### src/rtl/debug_tx_arbiter.sv
// Shares one byte UART between framed debug words and raw console bytes.
// Round-robin arbitration on ties; debug frames end with a done_sending pulse.
module debug_tx_arbiter #(
   parameter int         HEADER_EN = 1,
   parameter logic [4:0] HDR_TAG   = 5'b10100
) (
   input  logic        CLK,
   input  logic        RST,
   input  logic        tx_flag,
   input  logic [31:0] dbg_data,
   input  logic [2:0]  dbg_mode,
   output logic        done_sending,
   input  logic        con_valid,
   input  logic [7:0]  con_byte,
   output logic        con_ready,
   output logic        uart_start,
   output logic [7:0]  uart_byte,
   input  logic        uart_busy,
   output logic        grant_dbg
);

   typedef enum logic [2:0] {
      IDLE,
      START,
      HOLD,
      WAIT,
      DONE
   } state_t;

   localparam logic [2:0] LAST = (HEADER_EN != 0) ? 3'd4 : 3'd3;

   state_t      state;
   logic [31:0] data_q;
   logic [2:0]  mode_q;
   logic [2:0]  cnt;
   logic        last_grant;
   logic        rearm;
   logic        dbg_req;
   logic        pick_dbg;
   logic        pick_con;

   // Byte i of a debug frame: optional header, then data LSB first.
   function automatic logic [7:0] byte_sel(
      input logic [31:0] d,
      input logic [2:0]  m,
      input logic [2:0]  i
   );
      logic [1:0] k;
      k = (HEADER_EN != 0) ? i[1:0] - 2'd1 : i[1:0];
      byte_sel = (HEADER_EN != 0 && i == 3'd0) ?
                 {HDR_TAG, m} : d[{k, 3'b000} +: 8];
   endfunction

   // last_grant: 1 = debug finished last, 0 = console finished last.
   always_comb begin
      dbg_req   = tx_flag & rearm;
      pick_dbg  = dbg_req & (~con_valid | ~last_grant);
      pick_con  = con_valid & (~dbg_req | last_grant);
      con_ready = ~RST & (state == IDLE) & pick_con;
   end

   always_ff @(posedge CLK or posedge RST) begin
      if (RST) begin
         state        <= IDLE;
         data_q       <= '0;
         mode_q       <= '0;
         cnt          <= '0;
         last_grant   <= 1'b0;
         rearm        <= 1'b1;
         uart_start   <= 1'b0;
         uart_byte    <= '0;
         done_sending <= 1'b0;
         grant_dbg    <= 1'b0;
      end else begin
         uart_start   <= 1'b0;
         done_sending <= 1'b0;
         if (!tx_flag)
            rearm <= 1'b1;
         unique case (state)
            IDLE: begin
               if (pick_dbg) begin
                  data_q     <= dbg_data;
                  mode_q     <= dbg_mode;
                  cnt        <= 3'd0;
                  grant_dbg  <= 1'b1;
                  uart_byte  <= byte_sel(dbg_data, dbg_mode, 3'd0);
                  uart_start <= 1'b1;
                  state      <= START;
               end else if (pick_con) begin
                  cnt        <= LAST;
                  uart_byte  <= con_byte;
                  uart_start <= 1'b1;
                  state      <= START;
               end
            end
            START: state <= HOLD;
            HOLD:  state <= WAIT;
            WAIT: begin
               if (!uart_busy) begin
                  if (cnt != LAST) begin
                     cnt        <= cnt + 3'd1;
                     uart_byte  <= byte_sel(data_q, mode_q, cnt + 3'd1);
                     uart_start <= 1'b1;
                     state      <= START;
                  end else if (grant_dbg) begin
                     grant_dbg    <= 1'b0;
                     done_sending <= 1'b1;
                     state        <= DONE;
                  end else begin
                     last_grant <= 1'b0;
                     state      <= IDLE;
                  end
               end
            end
            DONE: begin
               // Block a still-high tx_flag until it is seen low again.
               rearm      <= 1'b0;
               last_grant <= 1'b1;
               state      <= IDLE;
            end
            default: state <= IDLE;
         endcase
      end
   end

endmodule

### config.mk
export PLATFORM = sky130hd
export DESIGN_NAME = debug_tx_arbiter
export DESIGN_NICKNAME = d
export VERILOG_FILES = /design/src/rtl/debug_tx_arbiter.sv
export SDC_FILE = /design/constraint.sdc
export NUM_CORES = 1
export LEC_CHECK = 0
export CAP_MARGIN = 20
export CORE_MARGIN = 1
export CORE_UTILIZATION = 45
export DETAILED_ROUTE_END_ITERATION = 16
export GPL_TIMING_DRIVEN = 0
export PLACE_DENSITY = 0.74
export SLEW_MARGIN = 20
export SYNTH_ARGS = -nofsm -noshare
export SYNTH_HDL_FRONTEND = slang
export SYNTH_SLANG_ARGS = --single-unit
### constraint.sdc
create_clock -name CLK -period 3.99 [get_ports CLK]
set_input_delay 0.798 -clock CLK [delete_from_list [all_inputs] [get_ports CLK]]
set_output_delay 0.798 -clock CLK [all_outputs]
set_load 0.005 [all_outputs]
Word level (Yosys, flattened, before mapping)

Index checks and enable logic that the tools add are counted.
W data, S select, Z words.

Bits in registers: 54
Input bits: 48
Output and inout port bits: 12
Logic and storage cells: 81

Add/subtract/negate cells: 2
Equal/unequal tests: 12
Shift-type cells: 1
Multiplexer cells: 36
Bitwise operators: 11
Reduce and logical (&&, ||, !) cells: 9

Operators with widths:

| operator              | count |
|---|---|
| $mux W8               | 5 |
| $shiftx A32 B6 Y8     | 1 |
| $mux W3               | 9 |
| $mux W1               | 16 |
| $pmux W8 S2           | 1 |
| $pmux W3 S4           | 1 |
| $reduce_and A4 Y1     | 3 |
| $ne A2 B2 Y1 const B  | 5 |
| $eq A3 B2 Y1 const B  | 2 |
| $logic_not A3 Y1      | 2 |
| $ne A3 B3 Y1 const B  | 2 |
| $pmux W1 S2           | 3 |
| $pmux W3 S2           | 1 |
| $and A1 B1 Y1         | 5 |
| $not A1 Y1            | 4 |
| $reduce_and A2 Y1     | 2 |
| $reduce_bool A2 Y1    | 2 |
| $add A3 B1 Y3 const B | 1 |
| $eq A3 B1 Y1 const B  | 1 |
| $eq A3 B3 Y1 const B  | 1 |
| $ne A2 B1 Y1 const B  | 1 |
| $or A1 B1 Y1          | 2 |
| $sub A2 B1 Y2 const B | 1 |

Longest topological paths before layout

Gate-level depths: netlist of run 1.

Depth in word-level cells: 7
Gate-level depth with buffers: 8
Depth with buffers taken out: 6

Worst setup path before layout of run 1

No wires, ideal clock.

Kind: reg-to-reg
From: register cnt[0]
To: register uart_byte[5]
Library setup time: 0.125 ns
Arrival: 2.145 ns
Setup slack: 1.720 ns
Stages on the path, launching flop included: 8
Cells stage by stage: dfrtp_1 > clkbuf_1 > inv_1 > ha_1 > buf_6 > mux4_2 > o32a_1 > mux2_2

Longest elaborated chain between the ends: 7
Elaborated cells between the ends (all ways): 11
Classes of those cells: add/sub: 2; eq/ne: 2; shift: 1; mux: 4; reduce/logical: 2

Ends and longest elaborated chain:

| item                   | RTL line | text |
|---|---|---|
| from (decl)            | 35       | `logic [2:0] cnt;` |
| from (signal assigned) | 101      | `cnt <= cnt + 3'd1;` |
| $add A3 B1 Y3          | 102      | `uart_byte <= byte_sel(data_q, mode_q, cnt + 3'd1);` |
| $sub A2 B1 Y2          | 49       | `k = (HEADER_EN != 0) ? i[1:0] - 2'd1 : i[1:0];` |
| $shiftx A32 B6 Y8      | 51       | `{HDR_TAG, m} : d[{k, 3'b000} +: 8];` |
| $mux W8                | 50       | `byte_sel = (HEADER_EN != 0 && i == 3'd0) ?` |
| $mux W8                | 100      | `if (cnt != LAST) begin` |
| $mux W8                | 99       | `if (!uart_busy) begin` |
| $pmux W8 S2            | 79       | `unique case (state)` |
| to (signal assigned)   | 86       | `uart_byte <= byte_sel(dbg_data, dbg_mode, 3'd0);` |
| to (signal assigned)   | 91       | `uart_byte <= con_byte;` |
| to (signal assigned)   | 102      |  |
| to (decl)              | 17       | `output logic [7:0] uart_byte,` |

Several ways; a longest one is shown, not always the timed one. The select of a mux whose other input is x is not followed.
A chain may end at the register's enable or synchronous reset.

Final worst setup path of run 1

From: input con_valid
To: output con_ready

Longest elaborated chain between the ends: 2

Ends and longest elaborated chain:

| item          | RTL line | text |
|---|---|---|
| from (decl)   | 13       | `input logic con_valid,` |
| $and A1 B1 Y1 | 58       | `pick_con = con_valid & (~dbg_req \| last_grant);` |
| $and A1 B1 Y1 | 59       | `con_ready = ~RST & (state == IDLE) & pick_con;` |
| to (decl)     | 15       | `output logic con_ready,` |

Every way passes these cells.

==> results of run 1 <==
-- synth_stat cells, drive strengths merged --
library cell,n,share of area
a32oi,3,0.011
a21oi,7,0.014
and2,2,0.0050
nor3,3,0.0060
mux2,43,0.19
nand3b,1,0.0030
nand3,3,0.0060
dfstp,1,0.011
nand2b,3,0.0075
mux2i,2,0.0080
a21boi,2,0.0060
a22o,3,0.011
a21o,1,0.0030
nor4b,1,0.0035
nor3b,1,0.0030
mux4,8,0.081
inv,6,0.0090
and3b,1,0.0035
buf,7,0.017
nand2,8,0.012
o32a,2,0.0080
or3,1,0.0025
o21ai,7,0.014
ha,3,0.015
nor2b,1,0.0025
nor2,6,0.0090
clkbuf,1,0.0015
dfrtp,53,0.53
nor4bb,1,0.0040
-- power by group through the flow --
stage | registers [W] | clock network [W] | logic, W
2_1_floorplan | 0.000911 | 0 | 0.000715
3_3_place_gp | 0.000938 | 0 | 0.000970
3_5_place_dp | 0.000953 | 0 | 0.000994
4_1_cts | 0.000941 | 0.000365 | 0.000995
5_1_grt | 0.000978 | 0.000385 | 0.00108
6_report | 0.000940 | 0.000356 | 0.000984
-- critical path: cells and delay by family --
kind / cells / cell delay (ns)
AND/OR/NAND/NOR: 3 / 0.55
buffers and inverters: 2 / 1.07
-- per-layer routing --
layer | vias up | GRT usage | routed length (µm) | part of all wire
met5 | - | 0 | 0 | 0
met4 | 0 | 0.0462 | 35 | 0.0072
met3 | 5 | 0.0419 | 241 | 0.050
met2 | 45 | 0.299 | 2370 | 0.49
met1 | 824 | 0.244 | 2200 | 0.45
li1 | 795 | - | - | -
-- metrics by stage --
step | setup slack (ns) | utilization | total power [W] | area [µm²] | std cells
floorplan | 1.72 | - | 0.00163 | 2500 | 181
global placement | 0.794 | 0.607 | 0.00191 | 3180 | 310
detailed placement | 0.807 | 0.607 | 0.00195 | 3180 | 310
CTS | 0.780 | 0.627 | 0.00230 | 3290 | 318
global route | 0.665 | 0.627 | 0.00245 | 3290 | 318
finish | 0.772 | 0.627 | 0.00228 | 3290 | 318
-- layout make-up --
| class | count | area (µm²) |
|---|---|---|
| Timing Repair Buffer | 59 | 591 |
| Sequential cell | 54 | 1350 |
| Fill cell | 415 | 1950 |
| Clock buffer | 7 | 76.3 |
| Tap cell | 70 | 87.6 |
| Buffer | 8 | 45.0 |
| Clock inverter | 1 | 30.0 |
| Inverter | 6 | 25.0 |
| Multi-Input combinational cell | 113 | 1080 |
-- placed cells by master (no fill, tap or decap), drive strengths merged, types with 2 or more instances in the layout --
| cell type | n |
|---|---|
| a21boi | 2 |
| a21oi | 7 |
| a22o | 3 |
| a32oi | 3 |
| and2 | 2 |
| buf | 7 |
| clkbuf | 8 |
| clkdlybuf4s50 | 59 |
| dfrtp | 53 |
| ha | 3 |
| inv | 6 |
| mux2 | 43 |
| mux2i | 2 |
| mux4 | 8 |
| nand2 | 8 |
| nand2b | 3 |
| nand3 | 3 |
| nor2 | 6 |
| nor3 | 3 |
| o21ai | 7 |
| o32a | 2 |
-- worst max path at each step --
stage,cells past startpoint,slack (ns),end
after floorplan,7,1.72,uart_byte[5]$_DFFE_PP0P_
after global placement,5,0.79,con_ready
after detailed placement,5,0.81,con_ready
after CTS,5,0.78,con_ready
after global routing,5,0.67,con_ready
final,5,0.77,con_ready
-- registers in the layout (all words and copies together), names as in the netlist --
name	flops
last_grant	1
cnt	3
mode_q	3
uart_start	1
uart_byte	8
grant_dbg	1
state	3
rearm	1
data_q	32
done_sending	1
-- kinds of logic after synthesis --
group,share of synthesized area
mux,0.283
flops,0.541
simple gates,0.0676
compound gates,0.0661
buf+inv,0.0270
fa+ha+maj,0.0150
==> metrics.txt, run 1 <==
status=completed; power density over the cells=694 mW/mm²; Die X=76.5 µm; setup repair bufs after CTS=0; worst hold margin=~0.51 ns; Net Sw Power=between 0.0006 and 0.0007 W; Critical-path top delay cell=clkdlybuf4s50_1; Pleak=1.42 nW; CTS H-tree lvls=2; Setup violations, final=0; worst r2r src=cnt[0]$_DFFE_PP0P_; RSZ-0062 raised after global routing=no; Hold Path Cell Cnt=1; Worst-Margin Slew=between 0.6 and 0.7 ns; Clock power frac=0.156; number of port buffers=59; Critical Path End Type=output port; global-route wire length before repair=between 8000 and 9000 µm; die height=76.5 µm; Detailed Route WL=between 4000 and 5000 µm; worst skew pair latency=0.30 ns; # hold bufs at CTS=0; Syn. warnings=0; post-cts sizing count=0; I/O pins=60; Data required, critical path=3.19 ns; Nets=between 200 and 300; clk root buf=clkbuf_8; GRT Overall Usage=0.182; clk_skew=between 0.005 and 0.006 ns; Reg clk slew, reported paths=~0.09 ns; Post-Synthesis Cells=approximately 180; R2R Setup Slk=approximately 1.4 ns; Comb pwr share=0.432; reg2reg path depth=7; max-slew violation count=0; Final Hold Viols=0; setup total negative slack=0 ns; grt ovf=0; vias per cell=around 5.2; clk sinks=between 50 and 60; syn avg cell area=approximately 14 µm²; Worst Path Arrival=between 2 and 2.5 ns; CP Class=input port to output port; CP startpoint kind=input port; r2r endpoint=uart_byte[7]$_DFFE_PP0P_; Crit path largest cell delay=0.56 ns; Rows=26; number of buffers created by CTS=5; CP startpoint=con_valid; maximum vdd ir drop=328 µV; P&R area growth vs syn=31.5%; Mapped Nets=between 200 and 250; Seq cells post-synth=54; clk buf depth=2; vias=1,669; DP HPWL=3600 µm; largest net degree at the start of global routing=55; switch share=0.298; MaxCap Viol Count=0; worst-path fanout max=5; Final period util=0.807; Hold Path Class=flop to flop; WHS Endpoint=data_q[17]$_DFFE_PP0P_; sequential fraction of the synthesis area=0.541; Post-Syn Area=0.00250 mm²; crit path cell chain=clkdlybuf4s50_1, and2_1, nor2_1, nor4bb_1, clkdlybuf4s50_1; FMAX=0.311 GHz; synth unique cells=31; initial core utilization=0.477; Reg power frac=0.412; layout cells sized above 1=0.242; Avg WL per Cell=15.3 µm; core box area=approximately 0.0052 mm²; Tmin final=around 3.2 ns; Slew headroom=0.570; vias in the first global route=roughly 1,800; Int Power=between 0.0015 and 0.002 W; most frequent CP cell=clkdlybuf4s50_1; DR DRC count=0; TritonCTS clock tree=built; GP Congestion=0.781; Antenna Cells=0; post-route ant nets=0; drt first pass iters=4; full die area=0.00585 mm²; Initial DRC Count=54; initial antenna violation count=0; hold_sp=data_q[17]$_DFFE_PP0P_
Power figures use the tool's default switching activity.
==> inputs of run 2 (changes only) <==
--- a/config.mk
+++ b/config.mk
@@ -7,10 +7,10 @@
 export LEC_CHECK = 0
 export CAP_MARGIN = 20
 export CORE_MARGIN = 1
-export CORE_UTILIZATION = 45
+export CORE_UTILIZATION = 44
 export DETAILED_ROUTE_END_ITERATION = 16
 export GPL_TIMING_DRIVEN = 0
-export PLACE_DENSITY = 0.74
+export PLACE_DENSITY = 0.75
 export SLEW_MARGIN = 20
 export SYNTH_ARGS = -nofsm -noshare
 export SYNTH_HDL_FRONTEND = slang
==> constraint.sdc (replaced) <==
create_clock -name CLK -period 2.8 [get_ports CLK]
set_input_delay 0.56 -clock CLK [delete_from_list [all_inputs] [get_ports CLK]]
set_output_delay 0.56 -clock CLK [all_outputs]
set_load 0.005 [all_outputs]
==> run 2 against run 1 <==
  * Core utilization is 2.4 points lower
  * Critical path type is now flop to flop
  * Setup slack lost 0.55 ns
  * Cell count up 0.31%
==> metrics.txt, run 2 (same netlist as run 1, synthesis figures left out) <==
Hold Path Class=flop to flop; GP Congestion=0.805 (+3.1%); DR DRC count=0 (unchanged); power density over the cells=997 mW/mm² (+44%); global-route wire length before repair=8350 µm (+0.34%); grt ovf=0 (unchanged); layout cells sized above 1=0.251 (+0.00908); full die area=0.00598 mm² (+2.2%); Final period util=0.920; maximum vdd ir drop=362 µV (+10%); FMAX=~0.39 GHz; Net Sw Power=0.000987 W (+45%); Avg WL per Cell=16.1 µm (+5.4%); Worst-Margin Slew=0.650 ns (+0.00547 ns); worst setup margin=0.224 ns (-0.548 ns); Tmin final=2.58 ns; TritonCTS clock tree=built; Pleak=1.45 nW (+1.7%); I/O pins=60 (unchanged); initial core utilization=0.457 (-0.0205); Crit path largest cell delay=0.52 ns (-0.04 ns); Final Hold Viols=0 (unchanged); number of flip-flops in the largest register=32 (unchanged); post-route ant nets=0 (unchanged); Initial DRC Count=66 (+22%); Int Power=0.00230 W (+44%); CP startpoint kind=flop; largest net degree at the start of global routing=55 (unchanged); clk sinks=54 (unchanged); most frequent cells in the layout=clkdlybuf4s50_1, dfrtp_1, mux2_2; number of buffers created by CTS=5 (unchanged); clk buf depth=2 (unchanged); Critical-path top delay cell=mux4_2; Critical Path End Type=flop; Reg power frac=0.407 (-0.005); vias in the first global route=1,750 (-0.23%); clk root buf=clkbuf_8; Reg clk slew, reported paths=0.09 ns (about the same); vias=1,703 (+2.0%); Antenna Cells=0 (unchanged); vias per cell=5.34 (+1.7%); Rows=27 (+3.8%); commonest non-fill, non-tap cell in the layout=clkdlybuf4s50_1; Detailed Route WL=5130 µm (+5.8%); Largest Register=data_q; CP Class=flop to flop; Slew headroom=0.566 (-0.00365); Nets=298 (unchanged); clk_skew=0.00865 ns (+0.00355 ns); CTS H-tree lvls=2 (unchanged); worst slack, placed=0.0886 ns (-0.719 ns); Comb pwr share=0.431 (about the same); crit path cell chain=clkbuf_1, inv_1, ha_1, buf_6, mux4_2, o32a_1, mux2_2; number of port buffers=59 (unchanged); # hold bufs at CTS=0 (unchanged); die height=77.4 µm (+1.1%); Clock power frac=0.162 (+0.006); setup repair bufs after CTS=0 (unchanged); setup total negative slack=0 ns (unchanged); status=completed; RSZ-0062 raised after global routing=no; post-cts sizing count=0 (unchanged); core box area=0.00547 mm² (+4.5%); drt first pass iters=4 (unchanged); Die X=77.4 µm (+1.1%); worst skew pair latency=0.31 ns (about the same); Setup violations, final=0 (unchanged); max-slew violation count=0 (unchanged); DP HPWL=3710 µm (+3.1%); Largest regs=data_q (32), uart_byte (8); P&R area growth vs syn=32.0%; worst-path fanout max=10 (+5); Worst Path Arrival=2.78 ns (+0.36 ns); initial antenna violation count=0 (unchanged); GRT Overall Usage=0.184 (+0.00170); switch share=0.300 (+0.00194); MaxCap Viol Count=0 (unchanged); Data required, critical path=3.00 ns (-0.19 ns)
==> run 2: final cells by class <==
| type | instances | area [µm²] |
|---|---|---|
| sequential | 54 | 1350 |
| timing repair buffer | 59 | 593 |
| buffer | 8 | 45.0 |
| clock inverter | 1 | 30.0 |
| multi-input combinational | 113 | 1080 |
| tap | 72 | 90.1 |
| inverter | 6 | 25.0 |
| fill | 464 | 2170 |
| clock buffer | 6 | 82.6 |
==> run 2: worst paths after layout <==
path                                   startpoint  slack [ns]                  endpoint  cells after the start
max                            cnt[0]$_DFFE_PP0P_        0.22  uart_byte[7]$_DFFE_PP0P_                      7
min                        data_q[28]$_DFFE_PP0P_        0.51    data_q[28]$_DFFE_PP0P_                      1
max reg2reg                    cnt[0]$_DFFE_PP0P_        0.22  uart_byte[7]$_DFFE_PP0P_                      7
min reg2reg                data_q[28]$_DFFE_PP0P_        0.51    data_q[28]$_DFFE_PP0P_                      1
max in group asynchronous                     RST        1.64    data_q[24]$_DFFE_PP0P_                      2
min in group asynchronous                     RST        0.73    last_grant$_DFFE_PP0P_                      2
==> run 2: critical path: cells and delay by family, from the launching register on <==
kind	cells	cell delay (ns)
mux	2	0.77
compound gates	1	0.29
fa+ha+maj	1	0.31
buf+inv	3	0.72
flops	1	0.39
==> run 2: stage by stage <==
step,instances,total power [W],hold WS (ns),util,instance area (µm²)
after floorplan,181,0.00232,0.470,-,2500
after global placement,312,0.00272,0.479,0.581,3180
after detailed placement,312,0.00278,0.487,0.581,3180
after CTS,319,0.00331,0.510,0.602,3290
after global routing,319,0.00351,0.527,0.603,3300
final,319,0.00329,0.505,0.603,3300
==> run 2: routing by layer <==
| layer | part of all wire | global-route usage |
|---|---|---|
| met5 | 0 | 0 |
| met1 | 0.42 | 0.224 |
| met2 | 0.51 | 0.324 |
| met4 | 0.0092 | 0.0566 |
| met3 | 0.055 | 0.0400 |
==> run 2: power by group through the flow <==
stage	logic, W	registers [W]	clock network (W)
CTS	0.00143	0.00134	0.000542
floorplan	0.00102	0.00130	0
global placement	0.00139	0.00133	0
global route	0.00155	0.00138	0.000570
finish	0.00142	0.00134	0.000533
detailed placement	0.00143	0.00135	0
==> inputs of run 3 (changes only) <==
--- a/config.mk
+++ b/config.mk
@@ -7,10 +7,12 @@
 export LEC_CHECK = 0
 export CAP_MARGIN = 20
 export CORE_MARGIN = 1
-export CORE_UTILIZATION = 44
+export CORE_UTILIZATION = 45
+export CTS_BUF_LIST = sky130_fd_sc_hd__clkbuf_2
+export CTS_CLUSTER_DIAMETER = 100
 export DETAILED_ROUTE_END_ITERATION = 16
 export GPL_TIMING_DRIVEN = 0
-export PLACE_DENSITY = 0.75
+export PLACE_DENSITY = 0.76
 export SLEW_MARGIN = 20
 export SYNTH_ARGS = -nofsm -noshare
 export SYNTH_HDL_FRONTEND = slang
==> run 3 against run 2 <==
  * Flip-flop and latch count unchanged
  * Register-to-register slack worse by 0.06 ns
  * Largest power group unchanged
  * Setup slack lost 0.065 ns
  * Total power is 1.6% lower
  * Combinational power barely moved
  * Via count shrank 0.41%
  * Sequential power is essentially flat
  * Fmax is 2.5% lower
==> metrics.txt, run 3 (same netlist as run 1, synthesis figures left out) <==
status=completed; P&R area growth vs syn=31.2%; setup total negative slack=0 ns (unchanged); die height=76.5 µm (-1.1%); clk_skew=0.0229 ns (+0.0142 ns); most frequent cells in the layout=clkdlybuf4s50_1, dfrtp_1, mux2_2; number of buffers created by CTS=5 (unchanged); Multi-input gate area=0.00108 mm² (unchanged); global-route wire length before repair=8570 µm (+2.6%); setup repair bufs after CTS=0 (unchanged); TritonCTS clock tree=built; DP HPWL=3580 µm (-3.4%); drt first pass iters=4 (unchanged); GP Congestion=0.815 (+1.2%); Die X=76.5 µm (-1.1%); number of flip-flops in the largest register=32 (unchanged); core box area=0.00524 mm² (-4.3%); Detailed Route WL=4980 µm (-2.9%); number of port buffers=59 (unchanged); initial core utilization=0.477 (+0.0205); vias=1,696 (-0.41%); Rows=26 (-3.7%); post-layout util=0.626 (+0.0230); Avg WL per Cell=15.7 µm (-2.6%); maximum vdd ir drop=483 µV (+34%); vias in the first global route=1,751 (+0.057%); grt ovf=0 (unchanged); Antenna Cells=0 (unchanged); GRT Overall Usage=0.189 (+0.00495); max-slew violation count=0 (unchanged); largest net degree at the start of global routing=55 (unchanged); Largest regs=data_q (32), uart_byte (8); CTS H-tree lvls=2 (unchanged); CP startpoint kind=flop; layout cells sized above 1=0.254 (+0.00302); MaxCap Viol Count=0 (unchanged); post-route ant nets=0 (unchanged); Tmin final=2.64 ns (+0.0648 ns); Critical Path End Type=flop; RSZ-0062 raised after global routing=no; Reg clk slew, reported paths=0.26 ns (+0.17 ns); Largest Register=data_q; Initial DRC Count=127 (+92%); Pleak=1.44 nW (-0.28%); Hold Path Class=flop to flop; Final Hold Viols=0 (unchanged); clk buf depth=2 (unchanged); Worst-Margin Slew=0.655 ns (+0.00490 ns); fill count=416 (-10%); vias per cell=5.33 (about the same); clk root buf=clkbuf_2; DR DRC count=0 (unchanged); CP Class=flop to flop; power density over the cells=987 mW/mm² (-0.99%); Setup violations, final=0 (unchanged); worst skew pair latency=0.45 ns (+0.14 ns); initial antenna violation count=0 (unchanged); full die area=0.00585 mm² (-2.2%); I/O pins=60 (unchanged); Data required, critical path=3.17 ns (+0.17 ns); worst-path fanout max=10 (unchanged); Nets=298 (unchanged); R2R Setup Slk=0.16 ns (-0.06 ns); FMAX=0.379 GHz (-2.5%); Worst Path Arrival=3.01 ns (+0.23 ns); worst hold margin=0.538 ns (+0.0322 ns); Seq. cell area=0.00135 mm² (unchanged); Slew headroom=0.563 (-0.00327); commonest non-fill, non-tap cell in the layout=clkdlybuf4s50_1; clk sinks=54 (unchanged); Final period util=0.943 (+0.0232)
==> run 3: stage by stage <==
| stage | setup WS [ns] | total power [W] | std cells | area [µm²] |
|---|---|---|---|---|
| after floorplan | 0.530 | 0.00232 | 181 | 2500 |
| after global placement | -0.139 | 0.00272 | 310 | 3180 |
| after detailed placement | 0.0495 | 0.00276 | 310 | 3180 |
| after CTS | 0.0428 | 0.00326 | 318 | 3270 |
| after global routing | 0.0521 | 0.00345 | 318 | 3280 |
| final | 0.159 | 0.00323 | 318 | 3280 |
==> run 3: routing by layer <==
layer	vias up	track usage	wire (µm)
li1	800	-	-
met1	838	0.266	2280
met2	51	0.296	2420
met3	7	0.0359	225
met4	0	0.0577	61
met5	-	0	0
==> run 3: layout make-up <==
type | instances | share of cell area
plain buffers | 8 | 0.0137
clock buffers | 5 | 0.00763
clock inverters | 3 | 0.0210
inverters | 6 | 0.00763
multi-input cells | 113 | 0.330
flip-flops and latches | 54 | 0.413
well taps | 70 | 0.0267
repair buffers | 59 | 0.181
==> run 3: repair_timing <==
item | 4_1_cts | 5_1_grt
setup endpoints to repair | 0 | 1
gates resized for setup | 0 | 2
hold buffers | 0 | 0
==> run 3: path summary, 6_finish.rpt <==
check	end	startpoint	cells after the start
worst min register to register	data_q[17]$_DFFE_PP0P_	data_q[17]$_DFFE_PP0P_	1
worst max-delay path	uart_byte[6]$_DFFE_PP0P_	cnt[0]$_DFFE_PP0P_	7
worst min-delay path	data_q[17]$_DFFE_PP0P_	data_q[17]$_DFFE_PP0P_	1
min in group asynchronous	data_q[2]$_DFFE_PP0P_	RST	2
worst max register to register	uart_byte[6]$_DFFE_PP0P_	cnt[0]$_DFFE_PP0P_	7
max in group asynchronous	mode_q[1]$_DFFE_PP0P_	RST	2
==> run 3: critical path, stage by stage, from the launching register on <==
cell,delay [ns]
dfrtp_1,0.45
clkbuf_1,0.46
inv_1,0.09
ha_1,0.32
buf_6,0.16
mux4_1,0.58
a22o_1,0.25
mux2_2,0.26
==> run 3: power by group <==
group | leakage (nW) | internal (W) | switching [W] | total, W
combinational | 0.734 | 0.000868 | 0.000537 | 0.00141
sequential | 0.656 | 0.00114 | 0.000195 | 0.00134
clock | 0.0532 | 0.000242 | 0.000252 | 0.000494
